**src/rtl/crc_if.sv**
```systemverilog
// Beat/result bus between a frame source and the CRC engine.
// The slave modport is the engine side; the master modport is the driver side.
interface crc_if #(
    parameter int CRC_W  = 8,
    parameter int DATA_W = 8,
    parameter int LEN_W  = 16
);
    logic              cfg_check;
    logic              s_valid;
    logic              s_ready;
    logic [DATA_W-1:0] s_data;
    logic              s_sof;
    logic              s_eof;
    logic              abort;
    logic              res_valid;
    logic              res_ready;
    logic [CRC_W-1:0]  res_crc;
    logic              res_ok;
    logic [LEN_W-1:0]  res_len;
    logic              res_restart;

    modport slave (
        input  cfg_check, s_valid, s_data, s_sof, s_eof, abort, res_ready,
        output s_ready, res_valid, res_crc, res_ok, res_len, res_restart
    );

    modport master (
        output cfg_check, s_valid, s_data, s_sof, s_eof, abort, res_ready,
        input  s_ready, res_valid, res_crc, res_ok, res_len, res_restart
    );
endinterface

```
**src/rtl/crc_engine.sv**
```systemverilog
// Frame-based CRC generator/checker: MSB-first bit-serial CRC folded into one beat per cycle,
// with a held result that must be acknowledged before the next frame is accepted.
module crc_engine #(
    parameter int               CRC_W  = 8,
    parameter int               DATA_W = 8,
    parameter logic [CRC_W-1:0] POLY   = CRC_W'(8'h2F),
    parameter logic [CRC_W-1:0] INIT   = '1,
    parameter int               LEN_W  = 16
) (
    input logic  clk,
    input logic  rst,
    crc_if.slave bus
);

    typedef enum logic [1:0] {IDLE, RUN, DONE} state_t;

    state_t             state_q, state_d;
    logic [CRC_W-1:0]   crc_q, crc_d;
    logic [LEN_W-1:0]   len_q, len_d;
    logic               restart_q, restart_d;
    logic               check_q, check_d;
    logic               accept;

    function automatic logic [CRC_W-1:0] crc_step(input logic [CRC_W-1:0] crc_in,
                                                  input logic [DATA_W-1:0] data);
        logic [CRC_W-1:0] c;
        logic             fb;
        c = crc_in;
        for (int i = DATA_W - 1; i >= 0; i--) begin
            fb = c[CRC_W-1] ^ data[i];
            c  = (c << 1) ^ (fb ? POLY : '0);
        end
        return c;
    endfunction

    always_ff @(posedge clk or posedge rst) begin
        if (rst) begin
            state_q   <= IDLE;
            crc_q     <= INIT;
            len_q     <= '0;
            restart_q <= 1'b0;
            check_q   <= 1'b0;
        end else begin
            state_q   <= state_d;
            crc_q     <= crc_d;
            len_q     <= len_d;
            restart_q <= restart_d;
            check_q   <= check_d;
        end
    end

    always_comb begin
        state_d   = state_q;
        crc_d     = crc_q;
        len_d     = len_q;
        restart_d = restart_q;
        check_d   = check_q;
        accept    = bus.s_valid && (state_q != DONE);
        case (state_q)
            IDLE: begin
                if (accept && bus.s_sof) begin
                    crc_d     = crc_step(INIT, bus.s_data);
                    len_d     = LEN_W'(1);
                    restart_d = 1'b0;
                    check_d   = bus.cfg_check;
                    state_d   = bus.s_eof ? DONE : RUN;
                end
            end
            RUN: begin
                // Abort takes priority over a beat offered in the same cycle.
                if (bus.abort) begin
                    state_d = IDLE;
                end else if (accept) begin
                    if (bus.s_sof) begin
                        crc_d     = crc_step(INIT, bus.s_data);
                        len_d     = LEN_W'(1);
                        restart_d = 1'b1;
                    end else begin
                        crc_d = crc_step(crc_q, bus.s_data);
                        len_d = (len_q == '1) ? len_q : len_q + LEN_W'(1);
                    end
                    if (bus.s_eof) begin
                        state_d = DONE;
                    end
                end
            end
            DONE: begin
                if (bus.res_ready) begin
                    state_d = IDLE;
                end
            end
            default: state_d = IDLE;
        endcase
    end

    always_comb begin
        bus.s_ready     = (state_q != DONE);
        bus.res_valid   = (state_q == DONE);
        bus.res_crc     = crc_q;
        bus.res_ok      = (state_q == DONE) && (!check_q || (crc_q == '0));
        bus.res_len     = len_q;
        bus.res_restart = restart_q;
    end

endmodule

```
**src/flat_wrapper.sv**
```systemverilog
// flat-port wrapper written by rule: the top's interface ports become plain ports
module crc_engine_flat 
#(
    parameter int               CRC_W  = 8,
    parameter int               DATA_W = 8,
    parameter logic [CRC_W-1:0] POLY   = CRC_W'(8'h2F),
    parameter logic [CRC_W-1:0] INIT   = '1,
    parameter int               LEN_W  = 16
)
  (clk, rst, bus_cfg_check, bus_s_valid, bus_s_data, bus_s_sof, bus_s_eof, bus_abort, bus_res_ready, bus_s_ready, bus_res_valid, bus_res_crc, bus_res_ok, bus_res_len, bus_res_restart);
  crc_if #(.CRC_W(CRC_W), .DATA_W(DATA_W), .LEN_W(LEN_W)) bus_i ();
  input logic clk;
  input logic rst;
  input wire logic [$bits(bus_i.cfg_check)-1:0] bus_cfg_check;
  input wire logic [$bits(bus_i.s_valid)-1:0] bus_s_valid;
  input wire logic [$bits(bus_i.s_data)-1:0] bus_s_data;
  input wire logic [$bits(bus_i.s_sof)-1:0] bus_s_sof;
  input wire logic [$bits(bus_i.s_eof)-1:0] bus_s_eof;
  input wire logic [$bits(bus_i.abort)-1:0] bus_abort;
  input wire logic [$bits(bus_i.res_ready)-1:0] bus_res_ready;
  output wire logic [$bits(bus_i.s_ready)-1:0] bus_s_ready;
  output wire logic [$bits(bus_i.res_valid)-1:0] bus_res_valid;
  output wire logic [$bits(bus_i.res_crc)-1:0] bus_res_crc;
  output wire logic [$bits(bus_i.res_ok)-1:0] bus_res_ok;
  output wire logic [$bits(bus_i.res_len)-1:0] bus_res_len;
  output wire logic [$bits(bus_i.res_restart)-1:0] bus_res_restart;
  assign bus_i.cfg_check = bus_cfg_check;
  assign bus_i.s_valid = bus_s_valid;
  assign bus_i.s_data = bus_s_data;
  assign bus_i.s_sof = bus_s_sof;
  assign bus_i.s_eof = bus_s_eof;
  assign bus_i.abort = bus_abort;
  assign bus_i.res_ready = bus_res_ready;
  assign bus_s_ready = bus_i.s_ready;
  assign bus_res_valid = bus_i.res_valid;
  assign bus_res_crc = bus_i.res_crc;
  assign bus_res_ok = bus_i.res_ok;
  assign bus_res_len = bus_i.res_len;
  assign bus_res_restart = bus_i.res_restart;
  crc_engine #(.CRC_W(CRC_W), .DATA_W(DATA_W), .POLY(POLY), .INIT(INIT), .LEN_W(LEN_W)) u_core (.clk(clk), .rst(rst), .bus(bus_i));
endmodule
```
**config.mk**
```make
export PLATFORM = sky130hd
export DESIGN_NAME = crc_engine_flat
export DESIGN_NICKNAME = d
export VERILOG_FILES = /design/src/rtl/crc_if.sv /design/src/rtl/crc_engine.sv /design/src/flat_wrapper.sv
export SDC_FILE = /design/constraint.sdc
export NUM_CORES = 1
export LEC_CHECK = 0
export CAP_MARGIN = 10
export CORE_MARGIN = 2
export CORE_UTILIZATION = 25
export CTS_CLUSTER_SIZE = 24
export DETAILED_ROUTE_END_ITERATION = 8
export PLACE_DENSITY_LB_ADDON = 0.2
export SYNTH_ARGS = -nofsm -noshare
export SYNTH_HDL_FRONTEND = slang
export SYNTH_SLANG_ARGS = --single-unit
```
**constraint.sdc**
```tcl
create_clock -name clk -period 2.15 [get_ports clk]
set_input_delay 0.43 -clock clk [delete_from_list [all_inputs] [get_ports clk]]
set_output_delay 0.43 -clock clk [all_outputs]
set_load 0.1 [all_outputs]
```
Word level (Yosys, flattened, before mapping)
Cells that the tools add are included.
Cells by class
  mux-type cells: 39
  bitwise operators: 31
  eq/ne operators: 12
  reduce and logical (&&, ||, !) cells: 13
  add/sub/neg operators: 1
Operators by type and width (number)
  $xor A8 B8 Y8: 14
  $mux W6: 16
  $mux W16: 5
  $mux W8: 4
  $pmux W16 S2: 1
  $add A16 B1 Y16 const B: 1
  $eq A16 B16 Y1 const B: 1
  $pmux W8 S2: 1
  $xor A1 B1 Y1: 15
  $mux W2: 6
  $reduce_and A5 Y1: 2
  $logic_not A8 Y1: 1
  $ne A2 B2 Y1 const B: 4
  $reduce_and A4 Y1: 2
  $xor A8 B6 Y8: 1
  $not A7 Y7: 1
  $ne A3 B3 Y1 const B: 2
  $pmux W2 S3: 1
  $mux W1: 4
  $ne A2 B1 Y1 const B: 2
  $logic_and A1 B1 Y1: 3
  $ne A3 B2 Y1 const B: 1
  $eq A2 B1 Y1 const B: 1
  $eq A2 B2 Y1 const B: 1
  other kinds (6): 6
Storage, ports and cells
  input bits: 16
  register bits after elaboration: 28
  logic and storage cells: 101
  output and inout port bits: 28

Longest topological paths before layout
Gate-level depths: netlist of run 1.
  depth in word-level cells: 28
  gate-level depth with buffers: 7
  mapped depth without buffers: 7

Worst setup path after synthesis of run 1
Ideal clock, no wire load.
  path type: register to output
  start: register u_core.state_q[0]
  end: output port bus_res_ok
  required time: 1.720 ns
  arrival: 2.781 ns
  stages on the path, launching flop included: 4
  path slack: -1.061 ns
  cell sequence: dfrtp_1 -> inv_2 -> nand2_1 -> a21oi_1
On the way
  cells in the longest elaborated chain, start to end: 2
Ends and longest elaborated chain
  start: declaration: line crc_engine.sv:17  | state_t state_q, state_d;
  start signal: assignment: line crc_engine.sv:44  | state_q <= state_d;
  $eq A2 B2 Y1: line crc_engine.sv:100  | bus.res_ok = (state_q == DONE) && (!check_q || (crc_q == '0));
  $logic_and A1 B1 Y1: line crc_engine.sv:100
  end: declaration: line flat_wrapper.sv:24  | output wire logic [$bits(bus_i.res_ok)-1:0] bus_res_ok;
Every way passes these cells.

Worst setup path in the final report of run 1
  start: input port bus_s_data[5]
  end: register u_core.crc_q[0], in the netlist u_core.bus.res_crc[0]
On the way
  cells in the longest elaborated chain, start to end: 14
  elaborated cells between the ends (all ways): 25
Ends and longest elaborated chain
  start: declaration: line flat_wrapper.sv:16  | input wire logic [$bits(bus_i.s_data)-1:0] bus_s_data;
  $xor A1 B1 Y1: line crc_engine.sv:30  | fb = c[CRC_W-1] ^ data[i];
  $mux W6: line crc_engine.sv:31  | c = (c << 1) ^ (fb ? POLY : '0);
  $xor A8 B8 Y8 (3 in series): line crc_engine.sv:31
  $xor A8 B8 Y8 / $xor A8 B6 Y8 (equally long branches): line crc_engine.sv:31
  $xor A8 B8 Y8: line crc_engine.sv:31
  $xor A1 B1 Y1: line crc_engine.sv:30
  $mux W6: line crc_engine.sv:31
  $xor A8 B8 Y8: line crc_engine.sv:31
  $mux W8: line crc_engine.sv:74  | if (bus.s_sof) begin
  $mux W8: line crc_engine.sv:73  | end else if (accept) begin
  $mux W8: line crc_engine.sv:71  | if (bus.abort) begin
  $pmux W8 S2 (*): line crc_engine.sv:59  | case (state_q)
  end signal: assignment: line crc_engine.sv:45  | crc_q <= crc_d;
  end: declaration: line crc_engine.sv:18  | logic [CRC_W-1:0] crc_q, crc_d;
Mark *: on every way between the ends. The rest lies on a longest branch, timed or not. The select of a mux whose other input is x is not followed.
A chain may end at the register's enable or synchronous reset.

==> results of run 1 <==
report_power, final:
group          total, mW  switching [mW]  leakage [nW]  internal, mW
registers          0.860           0.167         0.334         0.693
clock network      0.425           0.175        0.0357         0.250
logic               2.80            1.48         0.862          1.32
layout by cell type (no fill, tap or decap), drive strengths merged, types with 2 or more instances in the layout:
| cell | n |
|---|---|
| buf | 71 |
| inv | 6 |
| nor3 | 7 |
| clkbuf | 3 |
| dfstp | 8 |
| xor2 | 16 |
| a31oi | 2 |
| nand3 | 10 |
| xnor3 | 2 |
| clkdlybuf4s50 | 15 |
| a21oi | 4 |
| a21o | 3 |
| o21ai | 5 |
| nor2 | 26 |
| a22oi | 3 |
| a211oi | 3 |
| nor4 | 3 |
| or3 | 2 |
| xnor2 | 43 |
| dfrtp | 20 |
| nand2 | 12 |
| nand4 | 5 |
state kept, by name, summed over array words and instances, names as in the netlist:
signal	cells
u_core.bus.res_len	16
u_core.bus.res_crc	8
u_core.state_q	2
u_core.bus.res_restart	1
u_core.check_q	1
cell families (layout without fill, tap and decap cells):
family | count (synthesis) | count (layout) | synth area share, %
DFF | 28 | 28 | 37.2
xor gates and xnor gates | 61 | 61 | 30.6
buffers and inverters | 12 | 97 | 3.14
AOI/OAI and AO/OA | 26 | 26 | 9.55
and+or+nand+nor | 71 | 71 | 17.7
adders and majority gates | 1 | 1 | 0.654
muxes | 2 | 2 | 1.11
stage by stage:
step / worst slack, ns / TNS [ns]
finish: 0.0221 / 0
global route: -0.0250 / -0.0645
CTS: 0.0317 / 0
detailed placement: -0.260 / -2.98
global placement: -0.238 / -2.62
floorplan: 0.000394 / 0
area by class of cell:
| cell class | count | area, sq um | share of cell area [%] |
|---|---|---|---|
| multi-input cells | 161 | 1160 | 39.1 |
| repair buffers | 86 | 833 | 28.0 |
| flip-flops and latches | 28 | 752 | 25.3 |
| well taps | 99 | 124 | 4.16 |
| clock buffers | 3 | 41.3 | 1.39 |
| clock inverters | 1 | 30.0 | 1.01 |
| inverters | 7 | 30.0 | 1.01 |
layer usage:
layer	wire, um	share of wire [%]
met5	0	0
met4	50	1.0
met3	162	3.2
met2	2400	48
met1	2400	48
Yosys cell counts, drive strengths merged, types with 2 or more instances:
master	count	area, sq um
xnor2	43	392
nor2	26	100
dfrtp	20	500
xor2	16	148
nand2	12	45.0
nand3	10	50.1
dfstp	8	210
inv	7	26.3
nor3	7	40.0
nand4	5	31.3
o21ai	5	25.0
a21oi	4	20.0
a211oi	3	22.5
a21o	3	22.5
a22oi	3	22.5
clkbuf	3	21.3
nor4	3	18.8
a31oi	2	12.5
buf	2	12.5
or3	2	12.5
xnor3	2	46.3
final timing paths:
check	end	slack (ns)
worst max-delay path	u_core.bus.res_crc[0]	0.02
worst min-delay path	u_core.bus.res_len[15]	0.51
worst max register to register	u_core.bus.res_crc[4]	0.14
worst min register to register	u_core.bus.res_len[0]	0.54
max in group asynchronous	u_core.bus.res_crc[4]	1.33
min in group clk	u_core.bus.res_len[0]	0.54
worst max-delay path, delay by kind of cell:
family	cells	cell delay (ns)
buffers and inverters	2	0.67
AO/OA/AOI/OAI	2	0.47
XOR/XNOR	4	0.76
repair_timing:
item	in CTS	in global routing
hold buffers	0	0
buffers inserted	0	0
endpoints found under the setup margin	0	4
resized for setup	0	2
==> flow_summary.json, run 1 <==
{
  "run_status": "finished, final reports clean",
  "slew_violations": 0,
  "antenna_found_initial": 0,
  "netlist_area_sq_mm": 0.00191,
  "max_stage_delay_ns": 0.52,
  "ir_drop_v": 0.000435,
  "ys_ff_latch": 28,
  "fin_cells": 385,
  "syn_inst": 201,
  "port-buffer-count": 43,
  "root_buffer": "clkbuf_8",
  "wl_per_cell_um": 13.0,
  "r2r_start": "u_core.bus.res_crc[3]",
  "dr.first_iter.drc_count": 57,
  "hp-class": "in2async",
  "yosysWarningCount": 0,
  "cts.htree.levels": 1,
  "finish.instance_area_sq_mm": 0.00297,
  "cts_made_buffers": 3,
  "insertion_delay_ns": 0.28,
  "async_flop_share_pct": 100,
  "first_global_vias": 1656,
  "globalRoute.totalOverflow": 0,
  "rsz0062_at_grt": "true",
  "gp_congestion": 0.859,
  "holdWs_ns": 0.509,
  "post-route-period-util_pct": 99.0,
  "avgViaCountPerCell": 4.43,
  "rows": 31,
  "crit_chain": "clkdlybuf4s50_1 -> buf_4 -> xor2_2 -> xnor2_1 -> xnor2_2 -> xnor2_1 -> a21o_1 -> a221o_1",
  "cts_sinks": 28,
  "syn_to_final_growth_pct": 55.6,
  "cp_max_fo": 3,
  "fin_worst_skew_ns": 0.00499,
  "die_y_um": 91.5,
  "utilization_pct": 40.6,
  "p_leak_nw": 1.23,
  "n_fill_cell": 730,
  "globalRouteTotalUtil_pct": 12.1,
  "io_pins": 44,
  "total_power_mw": 4.08,
  "grt_pass1_wl_um": 8100,
  "ant_nets": 0,
  "synth-edff-count": 0,
  "slew_headroom_pct": 68.8,
  "ys_seq_area_share_pct": 37.2,
  "dieArea_sq_mm": 0.00836,
  "cp-end-kind": "flop",
  "drc_errors": 0,
  "die_width_um": 91.5,
  "synthFlopType": "dfrtp_1",
  "path_class": "in2reg",
  "worst_slew_pin_slew_ns": 0.467,
  "hpwl_um": 4020,
  "cts_tree": "done",
  "startpoint": "bus_s_data[5]",
  "met2_usage_pct": 19.7,
  "hold_violations": 0,
  "crit_top_cell": "xnor2_1",
  "num_vias": 1704,
  "use_met1_pct": 16.4,
  "finalWirelength_um": 5010,
  "clock_path_buffers": 2,
  "dr.pass1.iters": 4,
  "arrival_ns": 2.35,
  "path_clk_slew_ns": 0.10,
  "dp.cells": 381,
  "finalSetupViolations": 0,
  "reg2reg_depth": 7,
  "met3_usage_pct": 2.49,
  "core_area_sq_mm": 0.00733,
  "min_period_ns": 2.13,
  "avgSynthCellArea_sq_um": 9.51,
  "drive_gt1_share_pct": 38.8,
  "synthDistinctLibCells": 45,
  "place_area_sq_mm": 0.00289,
  "top_usage_layer": "met2",
  "cellPowerDensity_mw_per_mm2": 1370,
  "required_ns": 2.37,
  "final_nets": 304,
  "num_antenna_cells": 0,
  "cp_slowest_cell": "clkdlybuf4s50_1",
  "start_util_pct": 26.1,
  "cp-start-kind": "primary input",
  "synthesis.nets": 218,
  "fmax_mhz": 470,
  "maxCapViolations": 0,
  "grt_start_max_net_pins": 29
}
Power figures use the tool's default switching activity.
==> inputs of run 2 (changes only) <==
==> constraint.sdc (replaced) <==
create_clock -name clk -period 2.51 [get_ports clk]
set_input_delay 0.502 -clock clk [delete_from_list [all_inputs] [get_ports clk]]
set_output_delay 0.502 -clock clk [all_outputs]
set_load 0.1 [all_outputs]
==> run 2 against run 1 <==
  * Total power shrank 26%
  * Final cell count shrank 6.0%
  * Non-clock buffer count shrank 23
  * Sequential power shrank 16%
==> flow_summary.json, run 2 (synthesis results as in run 1) <==
{
  "min_from": "u_core.state_q[1]",
  "cp-start-kind": "flop",
  "maxCapViolations": 0,
  "antenna_found_initial": 0,
  "largest_reg_flops": 16,
  "run_status": "finished, final reports clean",
  "hold_path_depth": 1,
  "pwr-share-clk_pct": 8.4,
  "wl_per_cell_um": 13.0,
  "slew_violations": 0,
  "final_common_cell": "buf_4",
  "insertion_delay_ns": 0.28,
  "globalRouteTotalUtil_pct": 11.7,
  "ctsResizeCount": 0,
  "first_global_vias": 1608,
  "hpwl_um": 3730,
  "power.internal_mw": 1.57,
  "start_util_pct": 26.1,
  "final_nets": 281,
  "ant_nets": 0,
  "num_vias": 1583,
  "core_area_sq_mm": 0.00733,
  "grt_start_max_net_pins": 29,
  "cts_made_buffers": 3,
  "post_cts_buffers": 0,
  "num_antenna_cells": 0,
  "reg2reg_depth": 6,
  "cp_max_fo": 5,
  "switching_share_pct": 48.3,
  "hold_violations": 0,
  "finalSetupViolations": 0,
  "hold_end": "u_core.state_q[0]",
  "root_buffer": "clkbuf_8",
  "finalWirelength_um": 4700,
  "p_sw_mw": 1.46,
  "crit_chain": "xnor2_2 -> xnor3_2 -> xnor3_1 -> xnor2_1 -> nor2_1 -> o31ai_2",
  "arrival_ns": 2.36,
  "crit_buf_inv": 0,
  "cts_tree": "done",
  "rsz0062_at_grt": "false",
  "place_area_sq_mm": 0.00254,
  "grt_pass1_wl_um": 7870,
  "post-route-period-util_pct": 86.1,
  "gp_congestion": 0.767,
  "io_pins": 44,
  "avgViaCountPerCell": 4.37,
  "clock_path_buffers": 2,
  "cts_sinks": 28,
  "worst_slew_pin_slew_ns": 0.587,
  "required_ns": 2.71,
  "cellPowerDensity_mw_per_mm2": 1170,
  "r2r_start": "u_core.bus.res_crc[5]",
  "ctsHoldBuffers": 0,
  "drive_gt1_share_pct": 27.4,
  "combinationalPowerShare_pct": 67.8,
  "cp_top_family": "XOR/XNOR gates",
  "total_power_mw": 3.03,
  "cp-end-kind": "flop",
  "fin_worst_skew_ns": 0.0102,
  "port-buffer-count": 43,
  "hp-class": "reg2reg",
  "path_class": "reg2reg",
  "sequentialPowerShare_pct": 23.8,
  "utilization_pct": 35.2,
  "die_y_um": 91.5,
  "fmax_mhz": 463,
  "die_width_um": 91.5,
  "r2r_slack_ns": 0.35,
  "drc_errors": 0,
  "max_stage_delay_ns": 0.64,
  "cp_slowest_cell": "dfstp_2",
  "final_cell_mix": "47 x buf_4, 41 x xnor2_1, 25 x nor2_1",
  "dr.pass1.iters": 4,
  "p_leak_nw": 1.08,
  "dr.first_iter.drc_count": 49,
  "cts.htree.levels": 1,
  "r2r_end": "u_core.bus.res_crc[4]",
  "path_clk_slew_ns": 0.10,
  "syn_to_final_growth_pct": 35.1,
  "slew_headroom_pct": 60.7,
  "fin_tns_setup_ns": 0,
  "finish.instance_area_sq_mm": 0.00258,
  "min_period_ns": 2.16,
  "dieArea_sq_mm": 0.00836,
  "ir_drop_v": 0.000452,
  "globalRoute.totalOverflow": 0,
  "rows": 31
}
## run 2: changes by cell type in the layout (fill, tap and decap cells not counted), moves of 4 or more
cell,delta
dfstp_2,+4
dfrtp_1,+11
dfrtp_4,-4
dfstp_4,-4
dfrtp_2,-7
buf_12,-11
buf_4,-12
## run 2: power groups by stage
stage / sequential (mW) / combinational, mW / clock, mW
floorplan: 1.19 / 1.14 / 0
global placement: 0.729 / 2.07 / 0
detailed placement: 0.730 / 2.06 / 0
CTS: 0.722 / 2.07 / 0.264
global route: 0.738 / 2.20 / 0.287
finish: 0.720 / 2.05 / 0.254
## run 2: layout make-up
type	count	area, sq um
multi-input combinational	161	1150
tap	99	124
sequential	28	713
inverter	7	26.3
fill	739	4750
timing repair buffer	63	523
clock buffer	4	45.0
## run 2: worst reg2reg max path, delay by kind of cell (launching register included)
kind / cells / cell delay [ns]
and+or+nand+nor: 1 / 0.06
xor gates and xnor gates: 4 / 1.17
DFF: 1 / 0.64
AOI/OAI and AO/OA: 1 / 0.21
## run 2: layer usage
layer | track usage, % | share of wire, %
met3 | 2.24 | 3.1
met4 | 2.27 | 0.81
met5 | 0 | 0
met1 | 16.5 | 48
met2 | 18.6 | 48
## run 2: per-stage QoR
step,hold slack (ns),setup slack (ns),instances
5_1_grt,0.578,0.120,362
3_3_place_gp,0.517,-0.000117,358
3_5_place_dp,0.514,0.0306,358
2_1_floorplan,0.480,0.00371,201
4_1_cts,0.542,0.327,362
6_report,0.528,0.350,362
## run 2: how the worst max path moves through the flow
| stage | start | to | slack (ns) | cells after the start |
|---|---|---|---|---|
| 3_5_place_dp | bus_s_data[5] | u_core.bus.res_crc[4] | 0.03 | 7 |
| 2_1_floorplan | u_core.bus.res_len[7] | u_core.bus.res_len[13] | 0.004 | 6 |
| 3_3_place_gp | bus_s_valid | u_core.bus.res_len[13] | -0.0001 | 8 |
| 6_report | u_core.bus.res_crc[5] | u_core.bus.res_crc[4] | 0.35 | 6 |
| 4_1_cts | u_core.bus.res_crc[5] | u_core.bus.res_crc[4] | 0.33 | 6 |
| 5_1_grt | bus_s_valid | u_core.bus.res_len[14] | 0.12 | 7 |
